File: src/rtl/uart_tx_arbiter_if.sv
// uart_tx_arbiter_if
// Bundles every non-clock signal of uart_tx_arbiter.
//   master : the surroundings (requesters plus uart_tx), drives req_* and tx_busy
//   slave  : the arbiter, drives req_ready, tx_data, tx_start, grant_id, active
// Signals:
//   req_valid [NUM_REQ]    requester i offers a byte on req_data[8*i +: 8]
//   req_data  [8*NUM_REQ]  packed request bytes
//   req_last  [NUM_REQ]    byte ends its packet (packet-lock builds only)
//   req_ready [NUM_REQ]    one-hot accept, combinational
//   tx_data   [8]          byte to uart_tx, held from tx_start to the next accept
//   tx_start               one-cycle start pulse to uart_tx
//   tx_busy                uart_tx is shifting (high in the tx_start cycle too)
//   grant_id  [GID_W]      index of the most recently accepted requester
//   active                 a byte is in flight or a packet lock is held
//   dbg_state [2]          arbiter FSM state (0 ARB, 1 START, 2 WAIT)
interface uart_tx_arbiter_if #(
   parameter int NUM_REQ = 4
);
   localparam int GID_W = $clog2(NUM_REQ);

   logic [NUM_REQ-1:0]   req_valid;
   logic [8*NUM_REQ-1:0] req_data;
   logic [NUM_REQ-1:0]   req_last;
   logic [NUM_REQ-1:0]   req_ready;
   logic [7:0]           tx_data;
   logic                 tx_start;
   logic                 tx_busy;
   logic [GID_W-1:0]     grant_id;
   logic                 active;
   logic [1:0]           dbg_state;

   modport master (
      output req_valid, req_data, req_last, tx_busy,
      input  req_ready, tx_data, tx_start, grant_id, active, dbg_state
   );

   modport slave (
      input  req_valid, req_data, req_last, tx_busy,
      output req_ready, tx_data, tx_start, grant_id, active, dbg_state
   );
endinterface

File: src/rtl/uart_tx_arbiter.sv
// uart_tx_arbiter
// Round-robin scheduler sharing a single uart_tx serializer between NUM_REQ
// byte-stream requesters. A byte is taken from one requester, handed to
// uart_tx with a one-cycle tx_start pulse, and no new byte is taken until
// uart_tx reports tx_busy low.
// Ports:
//   clk    system clock (same clock as uart_tx)
//   rst_n  asynchronous active-low reset
//   bus    uart_tx_arbiter_if.slave (requester handshake, uart_tx side,
//          grant_id, active, dbg_state)
// Optional feature, macro UART_ARB_PKT_LOCK_EN: a byte accepted with
// req_last=0 locks the arbiter onto that requester until its req_last=1
// byte, so multi-byte packets are never interleaved on the line.
//
// Handshake: requester i hands over its byte in the cycle where
// req_valid[i] && req_ready[i]. req_ready is combinational, at most one bit
// high, and only in ARB with tx_busy low; it may depend on req_valid in the
// same cycle. req_valid may drop without an accept, nothing is consumed.
module uart_tx_arbiter #(
   parameter int NUM_REQ = 4
) (
   input  logic             clk,
   input  logic             rst_n,
   uart_tx_arbiter_if.slave bus
);
   localparam int GID_W = $clog2(NUM_REQ);

   typedef enum logic [1:0] {
      ARB   = 2'd0,
      START = 2'd1,
      WAIT  = 2'd2
   } state_t;

   state_t             state;
   logic [GID_W-1:0]   rr_ptr;
   logic [GID_W-1:0]   grant_q;
   logic [7:0]         tx_data_q;
   logic               tx_start_q;
   logic               active_q;
   logic               lock_held;
   logic [NUM_REQ-1:0] cand;
   logic [GID_W-1:0]   win_id;
   logic               win_found;
   logic               accept;
   logic [GID_W-1:0]   next_ptr;
   logic [7:0]         req_byte [NUM_REQ];

`ifdef UART_ARB_PKT_LOCK_EN
   logic             lock_q;
   logic [GID_W-1:0] lock_id;

   assign lock_held = lock_q;
   // While locked only the owning requester may win.
   assign cand = lock_q ? (bus.req_valid & (NUM_REQ'(1) << lock_id)) : bus.req_valid;
`else
   logic unused_req_last;

   assign unused_req_last = ^bus.req_last;
   assign lock_held       = 1'b0;
   assign cand            = bus.req_valid;
`endif

   always_comb begin
      for (int j = 0; j < NUM_REQ; j++) begin
         req_byte[j] = bus.req_data[8*j +: 8];
      end
   end

   // First candidate at or after rr_ptr, wrapping modulo NUM_REQ.
   always_comb begin
      logic [GID_W-1:0] idx;
      win_found = 1'b0;
      win_id    = '0;
      idx       = '0;
      for (int k = 0; k < NUM_REQ; k++) begin
         idx = GID_W'((int'(rr_ptr) + k) % NUM_REQ);
         if (!win_found && cand[idx]) begin
            win_found = 1'b1;
            win_id    = idx;
         end
      end
   end

   // Gated by rst_n so req_ready stays 0 throughout reset.
   assign accept        = rst_n && (state == ARB) && !bus.tx_busy && win_found;
   assign bus.req_ready = accept ? (NUM_REQ'(1) << win_id) : '0;
   assign next_ptr      = GID_W'((int'(grant_q) + 1) % NUM_REQ);

   always_ff @(posedge clk or negedge rst_n) begin
      if (!rst_n) begin
         state      <= ARB;
         rr_ptr     <= '0;
         grant_q    <= '0;
         tx_data_q  <= 8'h00;
         tx_start_q <= 1'b0;
         active_q   <= 1'b0;
`ifdef UART_ARB_PKT_LOCK_EN
         lock_q     <= 1'b0;
         lock_id    <= '0;
`endif
      end else begin
         case (state)
            ARB: begin
               if (accept) begin
                  tx_data_q  <= req_byte[win_id];
                  grant_q    <= win_id;
                  tx_start_q <= 1'b1;
                  active_q   <= 1'b1;
                  state      <= START;
`ifdef UART_ARB_PKT_LOCK_EN
                  // A last byte releases the lock; any other byte (re)takes it.
                  lock_q     <= !bus.req_last[win_id];
                  lock_id    <= win_id;
`endif
               end
            end
            START: begin
               tx_start_q <= 1'b0;
               state      <= WAIT;
            end
            WAIT: begin
               if (!bus.tx_busy) begin
                  state    <= ARB;
                  active_q <= lock_held;
                  // Under lock the pointer stays put; it moves past the owner
                  // once the packet's last byte has gone out.
                  if (!lock_held) begin
                     rr_ptr <= next_ptr;
                  end
               end
            end
            default: state <= ARB;
         endcase
      end
   end

   assign bus.tx_data   = tx_data_q;
   assign bus.tx_start  = tx_start_q;
   assign bus.grant_id  = grant_q;
   assign bus.active    = active_q;
   assign bus.dbg_state = state;
endmodule

File: src/flat_wrapper.sv
// flat-port wrapper written by rule: the top's interface ports become plain ports
module uart_tx_arbiter_flat 
#(
   parameter int NUM_REQ = 4
)
  (clk, rst_n, bus_req_valid, bus_req_data, bus_req_last, bus_tx_busy, bus_req_ready, bus_tx_data, bus_tx_start, bus_grant_id, bus_active, bus_dbg_state);
  uart_tx_arbiter_if #(.NUM_REQ(NUM_REQ)) bus_i ();
  input  logic clk;
  input  logic rst_n;
  input wire logic [$bits(bus_i.req_valid)-1:0] bus_req_valid;
  input wire logic [$bits(bus_i.req_data)-1:0] bus_req_data;
  input wire logic [$bits(bus_i.req_last)-1:0] bus_req_last;
  input wire logic [$bits(bus_i.tx_busy)-1:0] bus_tx_busy;
  output wire logic [$bits(bus_i.req_ready)-1:0] bus_req_ready;
  output wire logic [$bits(bus_i.tx_data)-1:0] bus_tx_data;
  output wire logic [$bits(bus_i.tx_start)-1:0] bus_tx_start;
  output wire logic [$bits(bus_i.grant_id)-1:0] bus_grant_id;
  output wire logic [$bits(bus_i.active)-1:0] bus_active;
  output wire logic [$bits(bus_i.dbg_state)-1:0] bus_dbg_state;
  assign bus_i.req_valid = bus_req_valid;
  assign bus_i.req_data = bus_req_data;
  assign bus_i.req_last = bus_req_last;
  assign bus_i.tx_busy = bus_tx_busy;
  assign bus_req_ready = bus_i.req_ready;
  assign bus_tx_data = bus_i.tx_data;
  assign bus_tx_start = bus_i.tx_start;
  assign bus_grant_id = bus_i.grant_id;
  assign bus_active = bus_i.active;
  assign bus_dbg_state = bus_i.dbg_state;
  uart_tx_arbiter #(.NUM_REQ(NUM_REQ)) u_core (.clk(clk), .rst_n(rst_n), .bus(bus_i));
endmodule
File: config.mk
export PLATFORM = sky130hd
export DESIGN_NAME = uart_tx_arbiter_flat
export DESIGN_NICKNAME = d
export VERILOG_FILES = /design/src/rtl/uart_tx_arbiter_if.sv /design/src/rtl/uart_tx_arbiter.sv /design/src/flat_wrapper.sv
export SDC_FILE = /design/constraint.sdc
export NUM_CORES = 1
export LEC_CHECK = 0
export CAP_MARGIN = 20
export CORE_MARGIN = 5
export CORE_UTILIZATION = 28
export DETAILED_ROUTE_END_ITERATION = 16
export GPL_TIMING_DRIVEN = 0
export PLACE_DENSITY_LB_ADDON = 0.3
export SLEW_MARGIN = 30
export SYNTH_ARGS = -nofsm -noshare
export SYNTH_HDL_FRONTEND = slang
export SYNTH_SLANG_ARGS = --single-unit
File: constraint.sdc
create_clock -name clk -period 1.6 [get_ports clk]
set_input_delay 0.32 -clock clk [delete_from_list [all_inputs] [get_ports clk]]
set_output_delay 0.32 -clock clk [all_outputs]
set_load 0.02 [all_outputs]
# After elaboration in Yosys (flattened, before gate mapping)
# Cells that the tools add are included.
# Widths: inputs -> output; s select.
[op_classes]
shifts = 1
n_bitwise = 2
n_mul = 0
n_mux = 27
n_eq_ne = 4
addsub = 4
order_cmp = 5
n_div = 0
reduce_logical = 18
[op_table]
columns = ["operator", "n"]
rows = [
  ["$bmux 8 s2", 1],
  ["$mux 8", 2],
  ["$lt 2x3->1 const B", 4],
  ["$mux 2", 6],
  ["$mux 1", 10],
  ["$bmux 1 s2", 4],
  ["$reduce_and 2->1", 4],
  ["$logic_and 1x1->1", 6],
  ["$pmux 2 s3", 1],
  ["$add 2x1->2 const B", 2],
  ["$add 2x2->2 const B", 2],
  ["$logic_not 1->1", 4],
  ["$mux 4", 1],
  ["$pmux 1 s2", 2],
  ["$reduce_bool 2->1", 2],
  ["$shl 1x2->4 const A", 1],
  ["$ge 3x3->1 const B", 1],
  ["$not 2->3", 1],
  ["$reduce_and 3->1", 1],
  ["$eq 2x1->1 const B", 1],
  ["$eq 2x2->1 const B", 1],
  ["$logic_not 2->1", 1],
  ["$ne 2x1->1 const B", 1],
  ["$ne 2x2->1 const B", 1],
  ["$not 1->1", 1],
]
[word_totals]
wordCells = 67
rom_bits = 0
memories = 0
regBits = 16
latch_bits = 0
ramBits = 0

# Depth between registers and ports, before layout
[depth]
ltp_word = 16
depth_mapped = 7

# Worst setup path after synthesis
# Ideal clock, no wire load.
[synth_timing]
path_type = "register -> output"
from = "register u_core.rr_ptr[1]"
to = "output bus_req_ready[0]"
path_stages_with_launch = 7
t_required_ns = 1.280
t_arrival_ns = 1.549
path_slack_ns = -0.269
path_cell_list = "dfrtp_1 -> mux2_4 -> o221ai_2 -> buf_6 -> buf_12 -> nand2_1 -> nor2_1"
[synth_via]
elab_chain_cells = 14
elab_cells_between_ends = 28
[synth_rtl]
columns = ["item", "line", "rtl"]
rows = [
  ["start: declaration", "uart_tx_arbiter.sv:35", "logic [GID_W-1:0] rr_ptr;"],
  ["start signal: assignment", "uart_tx_arbiter.sv:128", "rr_ptr <= next_ptr;"],
  ["parallel branches: the longest is 13 deep, another holds $add 2x1->2", "--", ""],
  ["$mux 4 (*)", "uart_tx_arbiter.sv:86", "assign bus.req_ready = accept ? (NUM_REQ'(1) << win_id) : '0;"],
  ["end: declaration", "flat_wrapper.sv:14", "output wire logic [$bits(bus_i.req_ready)-1:0] bus_req_ready;"],
]
# Every way passes the cells marked *. The select of a mux whose other input is x is not followed.

# Worst setup path after layout
[layout_timing]
from = "register u_core.rr_ptr[1]"
to = "output bus_req_ready[1]"
# The elaborated chain is that of the path after synthesis.

==> run metrics <==
crit path kind=reg2out; HPWL after detailed placement=2480 um; sequential share of the synthesized area=0.401; setup ws final=-0.501 ns; RR Startpoint=u_core.rr_ptr[1]$_DFFE_PN0P_; Setup violations, final=12; CP startpoint kind=flop; Tcrit/Tclk final=1.31; htree depth=1; post-synth net total=between 100 and 150; Initial Util=0.295; vias per cell=~4.8; die area=just under 0.005 sq mm; DP Cell Count=around 200; Core Region=0.00339 sq mm; layout cell share with drive strength beyond 1=0.256; initial antenna violation count=0; clk_skew=0.00361 ns; R2R depth=9; Synth Cell Area=approximately 1000 sq um; antenna cells=0; final hold violations=0; RSZ-0062 raised after global routing=yes; worst path arrival time=1.78 ns; CTS Root Cell=clkbuf_4; Ys Warns=0; Num Clock Sinks=16; Leak=0.928 nW; final total power=2.38 mW; number of nets in the layout=213; Required @ worst endpoint=1.28 ns; Worst Setup SP=u_core.rr_ptr[1]$_DFFE_PN0P_; first-pass GRT wire length=roughly 5000 um; gr ovfl total=0; VDD IR max=between 0.0005 and 0.0006 V; drt drc=0; die height=69.7 um; final WL=3330 um; vias in the first global route=1,022; I/O Pins=61; crit path max fanout=5; Tot GR Track Use=0.131; Crit. End Element=output port; Clock Path Buffers=2; area grow syn2layout=85.3%; Mean Syn Cell Area=9.98 sq um; DIE WIDTH=~70 um; drt wl/cell=about 16 um; CTS buffer count=3; Final GP Congestion=0.737; Pwr Density=1290 mW/mm^2; R2R setup slack=-0.41 ns; status=complete, but fails checks; Worst Tran Pin Value=0.711 ns; Yosys reg bits=16; port bufs=between 50 and 60; # rows=21; Netlist cell types=28; Place WS=-1.52 ns; clock latency on the worst-skew pair=0.28 ns; # fillers=320; largest net degree at the start of global routing=18; via count=1,029; fin cells=approximately 210; CTS tree=built; fin crit period=2.10 ns; CP endpoint=bus_req_ready[1]; maximum clock rate=0.476 GHz; Hold Crit Class=in2reg; Critical R2R Capture=u_core.bus.tx_data[2]$_DFFE_PN0P_; failing checks=negative setup slack; Post-DRT Antenna Nets=0; max_cap viols=0; Final Max Slew Viols=0; drt first pass iters=4; DR iter-0 viols=65; Clk pin slew, worst setup/hold paths=0.08 ns; Slew HR=0.525; Mapped Cells=100
-- per-stage QoR --
stage               hold WS [ns]  TNS, ns   util  cell area (sq um)
floorplan                 0.0244    -1.88      -               1040
global placement           0.474   -18.26  0.489               1660
detailed placement         0.479   -18.47  0.489               1660
CTS                       0.0455    -5.70  0.509               1730
global route               0.390    -5.88  0.546               1850
finish                     0.383    -4.96  0.546               1850
-- flip-flops by register name (all words and copies together), names as in the netlist --
| register | count |
|---|---|
| u_core.bus.tx_start | 1 |
| u_core.rr_ptr | 2 |
| u_core.bus.tx_data | 8 |
| u_core.bus.active | 1 |
| u_core.bus.dbg_state | 2 |
| u_core.bus.grant_id | 2 |
-- worst max-delay path, stage by stage (launching register included) --
cell and delay, ns:
dfrtp_2 0.45, mux2_4 0.31, o221ai_2 0.18, buf_6 0.13
buf_12 0.10, nand2b_4 0.15, nor2_4 0.04, buf_6 0.13
-- cell families after synthesis --
| family | count (synthesis) | synth area share |
|---|---|---|
| compound gates | 21 | 0.167 |
| xor+xnor | 1 | 0.00877 |
| buf+inv | 12 | 0.0727 |
| flops | 16 | 0.401 |
| mux | 17 | 0.175 |
| simple gates | 33 | 0.175 |
-- synthesized netlist by cell type --
master    count  share of area
a211o_1       8          0.070
a21boi_0      1         0.0075
a21o_1        1         0.0075
a21oi_1       5          0.025
buf_12        1          0.020
buf_2         3          0.015
buf_6         1          0.011
clkbuf_1      2         0.0075
dfrtp_1      16           0.40
inv_1         5          0.019
mux2_4        1          0.015
mux2i_1      16           0.16
nand2_1       4          0.015
nand2b_1      2          0.013
nand3b_1      1         0.0075
nor2_1        6          0.023
nor2b_1       1         0.0063
nor3_1       16          0.080
nor3b_1       1         0.0075
nor4b_2       1          0.015
o21ai_0       1         0.0050
o21ai_1       1         0.0050
o221ai_2      1          0.015
o22a_1        1         0.0088
o22ai_1       1         0.0063
o41ai_2       1          0.016
or3b_1        1         0.0088
xnor2_1       1         0.0088
-- layout make-up --
class	instances	area, sq um	area share
flip-flops and latches	16	403	0.218
plain buffers	6	67.6	0.0365
repair buffers	66	666	0.360
multi-input cells	72	616	0.333
inverters	5	18.8	0.0101
well taps	46	57.6	0.0311
clock buffers	3	22.5	0.0122
-- report_power, final --
| part | switching (mW) | internal (mW) | total [mW] |
|---|---|---|---|
| clock network | 0.121 | 0.0875 | 0.208 |
| registers | 0.126 | 0.574 | 0.700 |
| logic | 0.692 | 0.782 | 1.47 |
-- timing repair --
item,CTS,global route
resized for setup,39,34
hold buffers,0,1
pin swaps,0,3
buffers inserted,6,4
endpoints found under the hold margin,0,16
endpoints found under the setup margin,23,22
-- metal layers --
metal,share of wire,global-route usage
met4,0.024,0.0638
met1,0.38,0.149
met5,0,0
met2,0.56,0.237
met3,0.037,0.0188
-- cells in the final DEF, fill, tap and decap left out, types with 2 or more instances in the layout --
cell	synthesis	layout
clkdlybuf4s50_1	0	34
nor3_1	16	15
dfrtp_1	16	14
mux2i_1	16	13
dlymetal6s2s_1	0	9
buf_6	1	8
a211o_1	8	8
dlygate4sd2_1	0	8
buf_4	0	6
inv_1	5	4
nor2_4	0	4
a21oi_1	5	3
buf_2	3	3
mux2i_2	0	3
nand2_1	4	3
clkbuf_4	0	3
a21oi_2	0	2
buf_8	0	2
nor2_1	6	2
dfrtp_2	0	2
-- worst min-delay path by stage --
stage,start,end,slack [ns],cells after the start
after floorplan,rst_n,u_core.bus.active$_DFFE_PN0P_,0.02,0
after global placement,u_core.bus.tx_data[3]$_DFFE_PN0P_,u_core.bus.tx_data[3]$_DFFE_PN0P_,0.47,1
after detailed placement,u_core.bus.tx_data[1]$_DFFE_PN0P_,u_core.bus.tx_data[1]$_DFFE_PN0P_,0.48,1
after CTS,rst_n,u_core.bus.dbg_state[0]$_DFFE_PN0P_,0.05,1
after global routing,bus_tx_busy,u_core.bus.dbg_state[1]$_DFFE_PN0P_,0.39,3
final,bus_tx_busy,u_core.bus.dbg_state[1]$_DFFE_PN0P_,0.38,3
Power figures use the tool's default switching activity.
